`src/rtl/usb_tx_pkg.sv`:
```
// Shared types and constants for the USB transmit bit stuffer.
package usb_tx_pkg;

   localparam int CLKS_PER_BIT_DEFAULT = 8;
   localparam int STUFF_LIMIT          = 6;

   typedef enum logic [1:0] {
      ST_IDLE  = 2'd0,
      ST_SHIFT = 2'd1,
      ST_STUFF = 2'd2
   } state_t;

   typedef struct packed {
      state_t     state;
      logic [3:0] bit_idx;
      logic [2:0] ones_cnt;
   } dbg_t;

   // Run length of consecutive ones after a data bit has been sent.
   function automatic logic [2:0] next_ones(input logic [2:0] ones, input logic b);
      return b ? ones + 3'd1 : 3'd0;
   endfunction

endpackage

```
`src/rtl/usb_tx_bit_stuffer_if.sv`:
```
// Byte-side handshake and serial-side outputs of the USB transmit bit stuffer.
interface usb_tx_bit_stuffer_if;
   // A byte moves on the rising edge where byte_valid && byte_ready; the source
   // holds byte_in/byte_last stable with byte_valid high until that edge.
   logic [7:0] byte_in;
   logic       byte_valid;
   logic       byte_last;
   logic       byte_ready;
   logic       bit_out;
   logic       bit_strobe;
   logic       stuff_bit;
   logic       busy;
   logic       eop_req;
   logic       underrun;

   modport master (
      output byte_in, byte_valid, byte_last,
      input  byte_ready, bit_out, bit_strobe, stuff_bit, busy, eop_req, underrun
   );

   modport slave (
      input  byte_in, byte_valid, byte_last,
      output byte_ready, bit_out, bit_strobe, stuff_bit, busy, eop_req, underrun
   );
endinterface

```
`src/rtl/bit_timer.sv`:
```
// Rollover counter 0..MAX-1 with synchronous clear and count enable.
module bit_timer #(
   parameter int MAX = 8
) (
   input  logic clk,
   input  logic n_rst,
   input  logic clear,
   input  logic enable,
   output logic rollover
);

   localparam int W = $clog2(MAX);

   logic [W-1:0] cnt_q, cnt_d;

   assign rollover = enable && (cnt_q == W'(MAX - 1));

   always_comb begin
      cnt_d = cnt_q;
      if (clear) begin
         cnt_d = '0;
      end else if (enable) begin
         cnt_d = rollover ? '0 : cnt_q + W'(1);
      end
   end

   always_ff @(posedge clk or negedge n_rst) begin
      if (!n_rst) begin
         cnt_q <= '0;
      end else begin
         cnt_q <= cnt_d;
      end
   end

endmodule

```
`src/rtl/usb_tx_bit_stuffer.sv`:
```
// Serialises packet bytes LSB first at CLKS_PER_BIT clocks per bit, inserting
// a 0 after every six consecutive ones, with a one-byte holding register.
module usb_tx_bit_stuffer
   import usb_tx_pkg::*;
#(
   parameter int CLKS_PER_BIT = CLKS_PER_BIT_DEFAULT
) (
   input  logic                clk,
   input  logic                n_rst,
   usb_tx_bit_stuffer_if.slave bus,
   output dbg_t                dbg
);

   state_t     state_q, state_d;
   logic [7:0] shift_q, shift_d;
   logic [7:0] hold_data_q, hold_data_d;
   logic       hold_last_q, hold_last_d;
   logic       hold_valid_q, hold_valid_d;
   logic       cur_last_q, cur_last_d;
   logic [3:0] bit_idx_q, bit_idx_d;
   logic [2:0] ones_q, ones_d;
   logic       eop_q, eop_d;
   logic       underrun_q, underrun_d;

   logic       bit_strobe_w;
   logic       timer_run;
   logic [2:0] ones_nx;
   logic       end_byte;

   assign timer_run = (state_q != ST_IDLE);

   bit_timer #(
      .MAX(CLKS_PER_BIT)
   ) u_bit_timer (
      .clk      (clk),
      .n_rst    (n_rst),
      .clear    (!timer_run),
      .enable   (timer_run),
      .rollover (bit_strobe_w)
   );

   always_comb begin
      state_d      = state_q;
      shift_d      = shift_q;
      hold_data_d  = hold_data_q;
      hold_last_d  = hold_last_q;
      hold_valid_d = hold_valid_q;
      cur_last_d   = cur_last_q;
      bit_idx_d    = bit_idx_q;
      ones_d       = ones_q;
      eop_d        = 1'b0;
      underrun_d   = 1'b0;
      ones_nx      = next_ones(ones_q, shift_q[0]);
      end_byte     = 1'b0;

      // Ready is !hold_valid_q, so a write never meets an unload in one cycle.
      if (bus.byte_valid && !hold_valid_q) begin
         hold_data_d  = bus.byte_in;
         hold_last_d  = bus.byte_last;
         hold_valid_d = 1'b1;
      end

      unique case (state_q)
         ST_IDLE: begin
            if (hold_valid_q) begin
               shift_d      = hold_data_q;
               cur_last_d   = hold_last_q;
               hold_valid_d = 1'b0;
               bit_idx_d    = 4'd0;
               ones_d       = 3'd0;
               state_d      = ST_SHIFT;
            end
         end
         ST_SHIFT: begin
            if (bit_strobe_w) begin
               shift_d   = {1'b0, shift_q[7:1]};
               bit_idx_d = bit_idx_q + 4'd1;
               if (ones_nx == 3'(STUFF_LIMIT)) begin
                  ones_d  = 3'd0;
                  state_d = ST_STUFF;
               end else begin
                  ones_d   = ones_nx;
                  end_byte = (bit_idx_q == 4'd7);
               end
            end
         end
         ST_STUFF: begin
            // bit_idx of 8 means the stuff bit trails bit 7 of the byte.
            if (bit_strobe_w) begin
               if (bit_idx_q == 4'd8) begin
                  end_byte = 1'b1;
               end else begin
                  state_d = ST_SHIFT;
               end
            end
         end
         default: state_d = ST_IDLE;
      endcase

      if (end_byte) begin
         if (cur_last_q) begin
            eop_d   = 1'b1;
            state_d = ST_IDLE;
         end else if (hold_valid_q) begin
            shift_d      = hold_data_q;
            cur_last_d   = hold_last_q;
            hold_valid_d = 1'b0;
            bit_idx_d    = 4'd0;
            state_d      = ST_SHIFT;
         end else begin
            underrun_d = 1'b1;
            state_d    = ST_IDLE;
         end
      end
   end

   always_ff @(posedge clk or negedge n_rst) begin
      if (!n_rst) begin
         state_q      <= ST_IDLE;
         shift_q      <= 8'd0;
         hold_data_q  <= 8'd0;
         hold_last_q  <= 1'b0;
         hold_valid_q <= 1'b0;
         cur_last_q   <= 1'b0;
         bit_idx_q    <= 4'd0;
         ones_q       <= 3'd0;
         eop_q        <= 1'b0;
         underrun_q   <= 1'b0;
      end else begin
         state_q      <= state_d;
         shift_q      <= shift_d;
         hold_data_q  <= hold_data_d;
         hold_last_q  <= hold_last_d;
         hold_valid_q <= hold_valid_d;
         cur_last_q   <= cur_last_d;
         bit_idx_q    <= bit_idx_d;
         ones_q       <= ones_d;
         eop_q        <= eop_d;
         underrun_q   <= underrun_d;
      end
   end

   always_comb begin
      bus.bit_out = 1'b1;
      unique case (state_q)
         ST_SHIFT: bus.bit_out = shift_q[0];
         ST_STUFF: bus.bit_out = 1'b0;
         default:  bus.bit_out = 1'b1;
      endcase
   end

   assign bus.byte_ready = !hold_valid_q;
   assign bus.bit_strobe = bit_strobe_w;
   assign bus.stuff_bit  = (state_q == ST_STUFF);
   assign bus.busy       = (state_q != ST_IDLE);
   assign bus.eop_req    = eop_q;
   assign bus.underrun   = underrun_q;

   assign dbg.state    = state_q;
   assign dbg.bit_idx  = bit_idx_q;
   assign dbg.ones_cnt = ones_q;

endmodule

```
`src/flat_wrapper.sv`:
```
// flat-port wrapper written by rule: the top's interface ports become plain ports
module usb_tx_bit_stuffer_flat import usb_tx_pkg::*;
#(
   parameter int CLKS_PER_BIT = CLKS_PER_BIT_DEFAULT
)
  (clk, n_rst, dbg, bus_byte_in, bus_byte_valid, bus_byte_last, bus_byte_ready, bus_bit_out, bus_bit_strobe, bus_stuff_bit, bus_busy, bus_eop_req, bus_underrun);
  usb_tx_bit_stuffer_if bus_i ();
  input  logic clk;
  input  logic n_rst;
  output dbg_t dbg;
  input wire logic [$bits(bus_i.byte_in)-1:0] bus_byte_in;
  input wire logic [$bits(bus_i.byte_valid)-1:0] bus_byte_valid;
  input wire logic [$bits(bus_i.byte_last)-1:0] bus_byte_last;
  output wire logic [$bits(bus_i.byte_ready)-1:0] bus_byte_ready;
  output wire logic [$bits(bus_i.bit_out)-1:0] bus_bit_out;
  output wire logic [$bits(bus_i.bit_strobe)-1:0] bus_bit_strobe;
  output wire logic [$bits(bus_i.stuff_bit)-1:0] bus_stuff_bit;
  output wire logic [$bits(bus_i.busy)-1:0] bus_busy;
  output wire logic [$bits(bus_i.eop_req)-1:0] bus_eop_req;
  output wire logic [$bits(bus_i.underrun)-1:0] bus_underrun;
  assign bus_i.byte_in = bus_byte_in;
  assign bus_i.byte_valid = bus_byte_valid;
  assign bus_i.byte_last = bus_byte_last;
  assign bus_byte_ready = bus_i.byte_ready;
  assign bus_bit_out = bus_i.bit_out;
  assign bus_bit_strobe = bus_i.bit_strobe;
  assign bus_stuff_bit = bus_i.stuff_bit;
  assign bus_busy = bus_i.busy;
  assign bus_eop_req = bus_i.eop_req;
  assign bus_underrun = bus_i.underrun;
  usb_tx_bit_stuffer #(.CLKS_PER_BIT(CLKS_PER_BIT)) u_core (.clk(clk), .n_rst(n_rst), .bus(bus_i), .dbg(dbg));
endmodule
```
`config.mk`:
```
export PLATFORM = sky130hd
export DESIGN_NAME = usb_tx_bit_stuffer_flat
export DESIGN_NICKNAME = d
export VERILOG_FILES = /design/src/rtl/usb_tx_pkg.sv /design/src/rtl/usb_tx_bit_stuffer_if.sv /design/src/rtl/bit_timer.sv /design/src/rtl/usb_tx_bit_stuffer.sv /design/src/flat_wrapper.sv
export SDC_FILE = /design/constraint.sdc
export NUM_CORES = 1
export LEC_CHECK = 0
export ABC_CLOCK_PERIOD_IN_PS = 4050
export CORE_ASPECT_RATIO = 0.5
export CORE_UTILIZATION = 56
export CTS_BUF_LIST = sky130_fd_sc_hd__clkbuf_8 sky130_fd_sc_hd__clkbuf_16
export DETAILED_ROUTE_END_ITERATION = 16
export GPL_ROUTABILITY_DRIVEN = 0
export PLACE_DENSITY = 0.83
export SLEW_MARGIN = 20
export SYNTH_ARGS = -nofsm -noshare
export SYNTH_HDL_FRONTEND = slang
export SYNTH_HIERARCHICAL = 1
export SYNTH_SLANG_ARGS = --single-unit
```
`constraint.sdc`:
```
create_clock -name clk -period 4.05 [get_ports clk]
set_clock_uncertainty 0.1 [all_clocks]
set_input_delay 0.81 -clock clk [delete_from_list [all_inputs] [get_ports clk]]
set_output_delay 0.81 -clock clk [all_outputs]
set_load 0.03 [all_outputs]
```
# ---- After elaboration in Yosys (flattened, before gate mapping)
# Cells that the tools add are included.
dict set report op_classes {
  add_sub_neg 3
  eq_ne 13
  n_mux 50
  bitwise_logic 0
  order_cmp 0
  reduce_logical 8
  div_mod_pow 0
  multipliers 0
  n_shift 0
}
# operator n
set ops {}
lappend ops {{$mux 8} 5}
lappend ops {{$mux 1} 21}
lappend ops {{$mux 4} 5}
lappend ops {{$mux 3} 6}
lappend ops {{$pmux 8 s2} 1}
lappend ops {{$mux 2} 7}
lappend ops {{$ne 3x1->1 const B} 3}
lappend ops {{$pmux 4 s2} 1}
lappend ops {{$add 3x1->3 const B} 2}
lappend ops {{$eq 3x3->1 const B} 2}
lappend ops {{$ne 3x2->1 const B} 2}
lappend ops {{$pmux 2 s3} 1}
lappend ops {{$pmux 3 s2} 1}
lappend ops {{$reduce_and 5->1} 1}
lappend ops {{$add 4x1->4 const B} 1}
lappend ops {{$eq 4x3->1 const B} 1}
lappend ops {{$eq 4x4->1 const B} 1}
lappend ops {{$pmux 1 s2} 2}
lappend ops {{$reduce_bool 2->1} 2}
lappend ops {{$reduce_and 3->1} 1}
lappend ops {{$eq 2x1->1 const B} 1}
lappend ops {{$eq 2x2->1 const B} 1}
lappend ops {{$logic_and 1x1->1} 2}
lappend ops {{$logic_not 2->1} 1}
lappend ops {{other kinds (3)} 3}
dict set report word_totals {
  latch_bits 0
  wordCells 85
  n_memories 0
  mem_bits_rw 0
  in_bits 12
  reg_bits 33
  romBits 0
}

# ---- Logic depth before layout (Yosys ltp)
dict set report depth {
  word_depth 8
  mapped_depth 9
}

# ---- Hierarchy
# The synthesis kept the hierarchy.
# module area_each_um2 seq_area_each_um2 cells_per_inst n_inst
set modules_own_cells {}
lappend modules_own_cells {usb_tx_bit_stuffer 1505.2 750.7 135 1}
lappend modules_own_cells {bit_timer 160.2 75.1 14 1}

# ---- Worst setup path after synthesis
# OpenSTA, ideal clock, no wires.
dict set report synth_path {
  path_type {register -> register}
  start {register u_core.state_q[0]}
  end {register u_core.shift_q[1]}
  synth_period_minus_slack_ns 2.754
  t_arrival_ns 2.530
  setup_ns 0.124
  stages_incl_launch_ff 9
  setup_slack_ns 1.296
  required_time_ns 3.826
  path_cell_list {dfrtp_1 > inv_1 > ha_1 > inv_1 > and2_2 > nand2_1 > a2111oi_4 > buf_2 > o2bb2ai_1}
}
dict set report synth_via {
  elab_chain_cells 7
  elab_cells_between_ends 13
  cone_classes {eq/ne (2); mux (8); reduce/logical (3)}
}
# element line
set synth_rtl {}
lappend synth_rtl {{from (decl)} usb_tx_bit_stuffer.sv:14} ;# state_t state_q, state_d;
lappend synth_rtl {{from (signal assigned)} usb_tx_bit_stuffer.sv:130} ;# state_q <= state_d;
lappend synth_rtl {{$reduce_bool 2->1 (*)} -}
lappend synth_rtl {{net bus_busy} flat_wrapper.sv:18} ;# output wire logic [$bits(bus_i.busy)-1:0] bus_busy;
lappend synth_rtl {{$logic_and 1x1->1 (*)} bit_timer.sv:16} ;# assign rollover = enable && (cnt_q == W'(MAX - 1));
lappend synth_rtl {{net bus_bit_strobe} flat_wrapper.sv:16} ;# output wire logic [$bits(bus_i.bit_strobe)-1:0] bus_bit_strobe;
lappend synth_rtl {{$mux 8} usb_tx_bit_stuffer.sv:75} ;# if (bit_strobe_w) begin
lappend synth_rtl {{$pmux 8 s2} usb_tx_bit_stuffer.sv:63} ;# unique case (state_q)
lappend synth_rtl {{$mux 8} usb_tx_bit_stuffer.sv:104} ;# end else if (hold_valid_q) begin
lappend synth_rtl {{$mux 8} usb_tx_bit_stuffer.sv:101} ;# if (cur_last_q) begin
lappend synth_rtl {{$mux 8 (*)} usb_tx_bit_stuffer.sv:100} ;# if (end_byte) begin
lappend synth_rtl {{net u_core.shift_d[1]} usb_tx_bit_stuffer.sv:15} ;# logic [7:0] shift_q, shift_d;
lappend synth_rtl {{to (signal assigned)} usb_tx_bit_stuffer.sv:131} ;# shift_q <= shift_d;
lappend synth_rtl {{to (decl)} usb_tx_bit_stuffer.sv:15}
# Mark *: on every way through the listed nets, which the timed path passes. The rest lies on a longest branch.
# A chain may end at the register's enable or synchronous reset.

# ---- Worst setup path after layout
dict set report layout_path {
  start {register u_core.state_q[0]}
  end {output port bus_bit_strobe}
}
dict set report layout_via {
  elab_chain_cells 2
}
# element line
set layout_rtl {}
lappend layout_rtl {{$reduce_bool 2->1} usb_tx_bit_stuffer.sv:30} ;# assign timer_run = (state_q != ST_IDLE);
lappend layout_rtl {{$logic_and 1x1->1} bit_timer.sv:16}
lappend layout_rtl {{to (decl)} flat_wrapper.sv:16}
# Every way passes these cells.

==> flow_summary_export.csv <==
group,metric,value,unit
status,status,"complete, no violations",
routing,vias,1231,
grt,antenna_found_initial,0,
clock_tree,ctsResizeCount,0,
routing,drt-vias-per-instance,5.70,
worst_hold_path,hold_depth,1,
timing,fmax,310,MHz
timing,setup_viol,0,
power,vdd_ir_drop_max,411,µV
finish,nets,201,
timing,maxSlewViolCount,0,
routing,drtIter0Drc,62,
setup_path,r2r_cells,9,
setup_path,crit_fanout,10,
floorplan,die_w,79.1,µm
clock_tree,clockBufferDepth,2,
grt,grt_pass1_vias,1140,
power,p_leak,0.902,nW
synth,syn_nets,171,
synth,synth_area,1670,µm²
grt,grt_use_total,0.229,
place,place_hpwl,2.17,mm
clock_tree,cts_tree,"done",
finish,syn2layout_area_growth,23.6,%
finish,fin_util,0.762,
setup_path,crit_path_end_kind,"output pin",
timing,fin_tns_setup,0,ns
timing,period_share,0.795,
routing,drc,0,
routing,ant_nets,0,
floorplan,fp-row-count,13,
grt,grt_max_degree,34,
synth,ys_types,36,
routing,drt-total-wl,3.13,mm
timing,final-hold-violation-count,0,
finish,antenna_cells,0,
grt,grt_pass1_wl,5.18,mm
clock_tree,htree_num_levels,2,
synth,yosysSeqAreaShare,0.496,
routing,post_drt_wl_per_cell,14.5,µm
clock_tree,cts_made_buffers,5,
floorplan,ioPinCount,28,
job,cap_viol_max_count,0,
place,dpl.cell_count,209,
worst_hold_path,min_path_type,"reg2reg",
setup_path,worstPathArrival,2.31,ns
clock_tree,cts-root-buf,"clkbuf_8",
clock_tree,worstSkewPairLatency,0.29,ns
routing,first_pass_iters,4,
floorplan,die_y,40.6,µm
timing,fin_crit,3.22,ns
setup_path,startpoint_type,"flip-flop",
setup_path,criticalPathCategory,"reg2out",
timing,worst_pin_slew,0.926,ns
clock_tree,clock_sinks,33,
place,buffer_ports.inserted,27,
power,power_density,660,nW/µm²
power,p_total,1.36,mW
timing,max_slew_margin,0.381,
floorplan,die_area,3210,µm²
finish,drive_above_1_share,0.128,
clock_tree,clk_pin_slew,0.07,ns
floorplan,coreArea,2700,µm²
floorplan,start_util,0.617,
finish,nFillCells,198,
synth,avgSynthCellArea,11.2,µm²
synth,synthCells,149,
finish,finalNonFillerCells,216,
synth,ys_warn_count,6,
grt,grt-ovfl-total,0,
clock_tree,post-cts-setup-buffer-count,0,
setup_path,critPathRequiredTime,3.14,ns
clock_tree,cts_hold_buf,0,
timing,rsz0062_at_grt,"false",
synth,ys_ff_latch,33,
-- synthesized netlist by cell type (all sizes together) --
cell type  number  area share
o22ai           1      0.0038
o211ai          1      0.0045
dfrtp          33        0.50
buf             3       0.011
xnor2           2       0.011
mux2            9       0.061
a21o            3       0.014
nand2b          3       0.011
nand2           6       0.014
a22o            3       0.017
and2            3       0.012
a221o           1      0.0060
o2bb2ai         8       0.042
clkbuf          3      0.0068
o21ai           6       0.020
and2b           1      0.0045
nand4b          1      0.0053
nor2           13       0.029
nor3            2      0.0060
a21oi           4       0.012
inv            10       0.023
nor3b           2      0.0090
ha             10       0.075
a32o            1      0.0060
nand4           2      0.0075
nand3           2      0.0060
a22oi          10       0.045
nor2b           1      0.0038
or2             1      0.0038
mux2i           2       0.012
a2111oi         1       0.017
and4bb          1      0.0075
-- placed cells by master (no fill, tap or decap), types with 2 or more instances in the layout --
| master | netlist | layout |
|---|---|---|
| a22o_1 | 2 | 2 |
| nor3_1 | 2 | 2 |
| nand2b_1 | 3 | 3 |
| nand4_1 | 2 | 2 |
| mux2_2 | 9 | 9 |
| nor2_1 | 13 | 13 |
| mux2i_1 | 2 | 2 |
| o21ai_0 | 5 | 5 |
| nand2_1 | 6 | 6 |
| clkbuf_8 | 0 | 6 |
| a22oi_1 | 10 | 10 |
| inv_1 | 10 | 10 |
| xnor2_1 | 2 | 2 |
| ha_1 | 10 | 10 |
| a21oi_1 | 4 | 4 |
| o2bb2ai_1 | 8 | 8 |
| buf_4 | 1 | 2 |
| clkdlybuf4s50_1 | 0 | 27 |
| nor3b_1 | 2 | 2 |
| nand3_1 | 2 | 2 |
| dfrtp_1 | 33 | 33 |
| a21o_1 | 3 | 3 |
| and2_1 | 2 | 2 |
-- metrics by stage --
stage	instance area [µm²]	hold slack (ns)	setup WS [ns]
2_1_floorplan	1670	0.352	1.30
3_3_place_gp	1970	0.364	1.23
3_5_place_dp	1970	0.370	1.15
4_1_cts	2060	0.385	0.830
5_1_grt	2060	0.400	0.671
6_report	2060	0.379	0.829
-- critical path, stage by stage, from the launching register on --
cell	delay, ns
dfrtp_1	0.45
inv_1	0.10
ha_1	0.32
inv_1	0.20
and2_2	0.25
clkdlybuf4s50_1	0.69
-- worst paths after layout --
path | start | to | slack (ns)
max | u_core/state_q[0]$_DFFE_PN0P_ | bus_bit_strobe | 0.83
min | u_core/hold_data_q[6]$_DFFE_PN0P_ | u_core/shift_q[6]$_DFF_PN0_ | 0.38
max reg2reg | u_core/state_q[0]$_DFFE_PN0P_ | u_core/shift_q[5]$_DFF_PN0_ | 1.14
min reg2reg | u_core/hold_data_q[6]$_DFFE_PN0P_ | u_core/shift_q[6]$_DFF_PN0_ | 0.38
max in group asynchronous | n_rst | u_core/bit_idx_q[2]$_DFF_PN0_ | 2.73
min in group asynchronous | n_rst | u_core/hold_last_q$_DFFE_PN0P_ | 0.82
-- routing by layer --
layer	track usage	wire, µm
met1	0.285	1490
met5	0	0
met3	0.0682	159
met4	0.0818	24
met2	0.397	1450
-- sequential cells by signal, summed over array words and instances, names as in the netlist --
signal,count
u_core/cur_last_q,1
u_core/ones_q,3
u_core/hold_data_q,8
u_core/shift_q,8
u_core/bus.underrun,1
u_core/hold_last_q,1
u_core/state_q,2
u_core/hold_valid_q,1
u_core/bus.eop_req,1
u_core/bit_idx_q,4
u_core/u_bit_timer/cnt_q,3
-- cells by family (layout without fill, tap and decap cells) --
group / count (synthesis) / count (layout) / synth area share
AND/OR/NAND/NOR: 38 / 38 / 0.119
multiplexers: 11 / 11 / 0.0729
AO/OA/AOI/OAI: 39 / 39 / 0.186
adder cells (fa/ha/maj): 10 / 10 / 0.0751
XOR/XNOR: 2 / 2 / 0.0105
buffers and inverters: 16 / 46 / 0.0398
flip-flops: 33 / 33 / 0.496
-- power breakdown --
part           internal (mW)  total [mW]  switching, mW
logic                  0.253       0.578          0.324
clock network          0.134       0.253          0.119
registers              0.442       0.527         0.0847
total                  0.830        1.36          0.528
-- cell type report --
type / instances / area (µm²) / share of cell area
Inverter: 10 / 37.5 / 0.0182
Tap cell: 37 / 46.3 / 0.0225
Clock buffer: 6 / 82.6 / 0.0401
Multi-Input combinational cell: 100 / 773 / 0.376
Sequential cell: 33 / 826 / 0.401
Timing Repair Buffer: 29 / 285 / 0.139
Clock inverter: 1 / 7.51 / 0.00365
(Power assumes the default switching activity.)
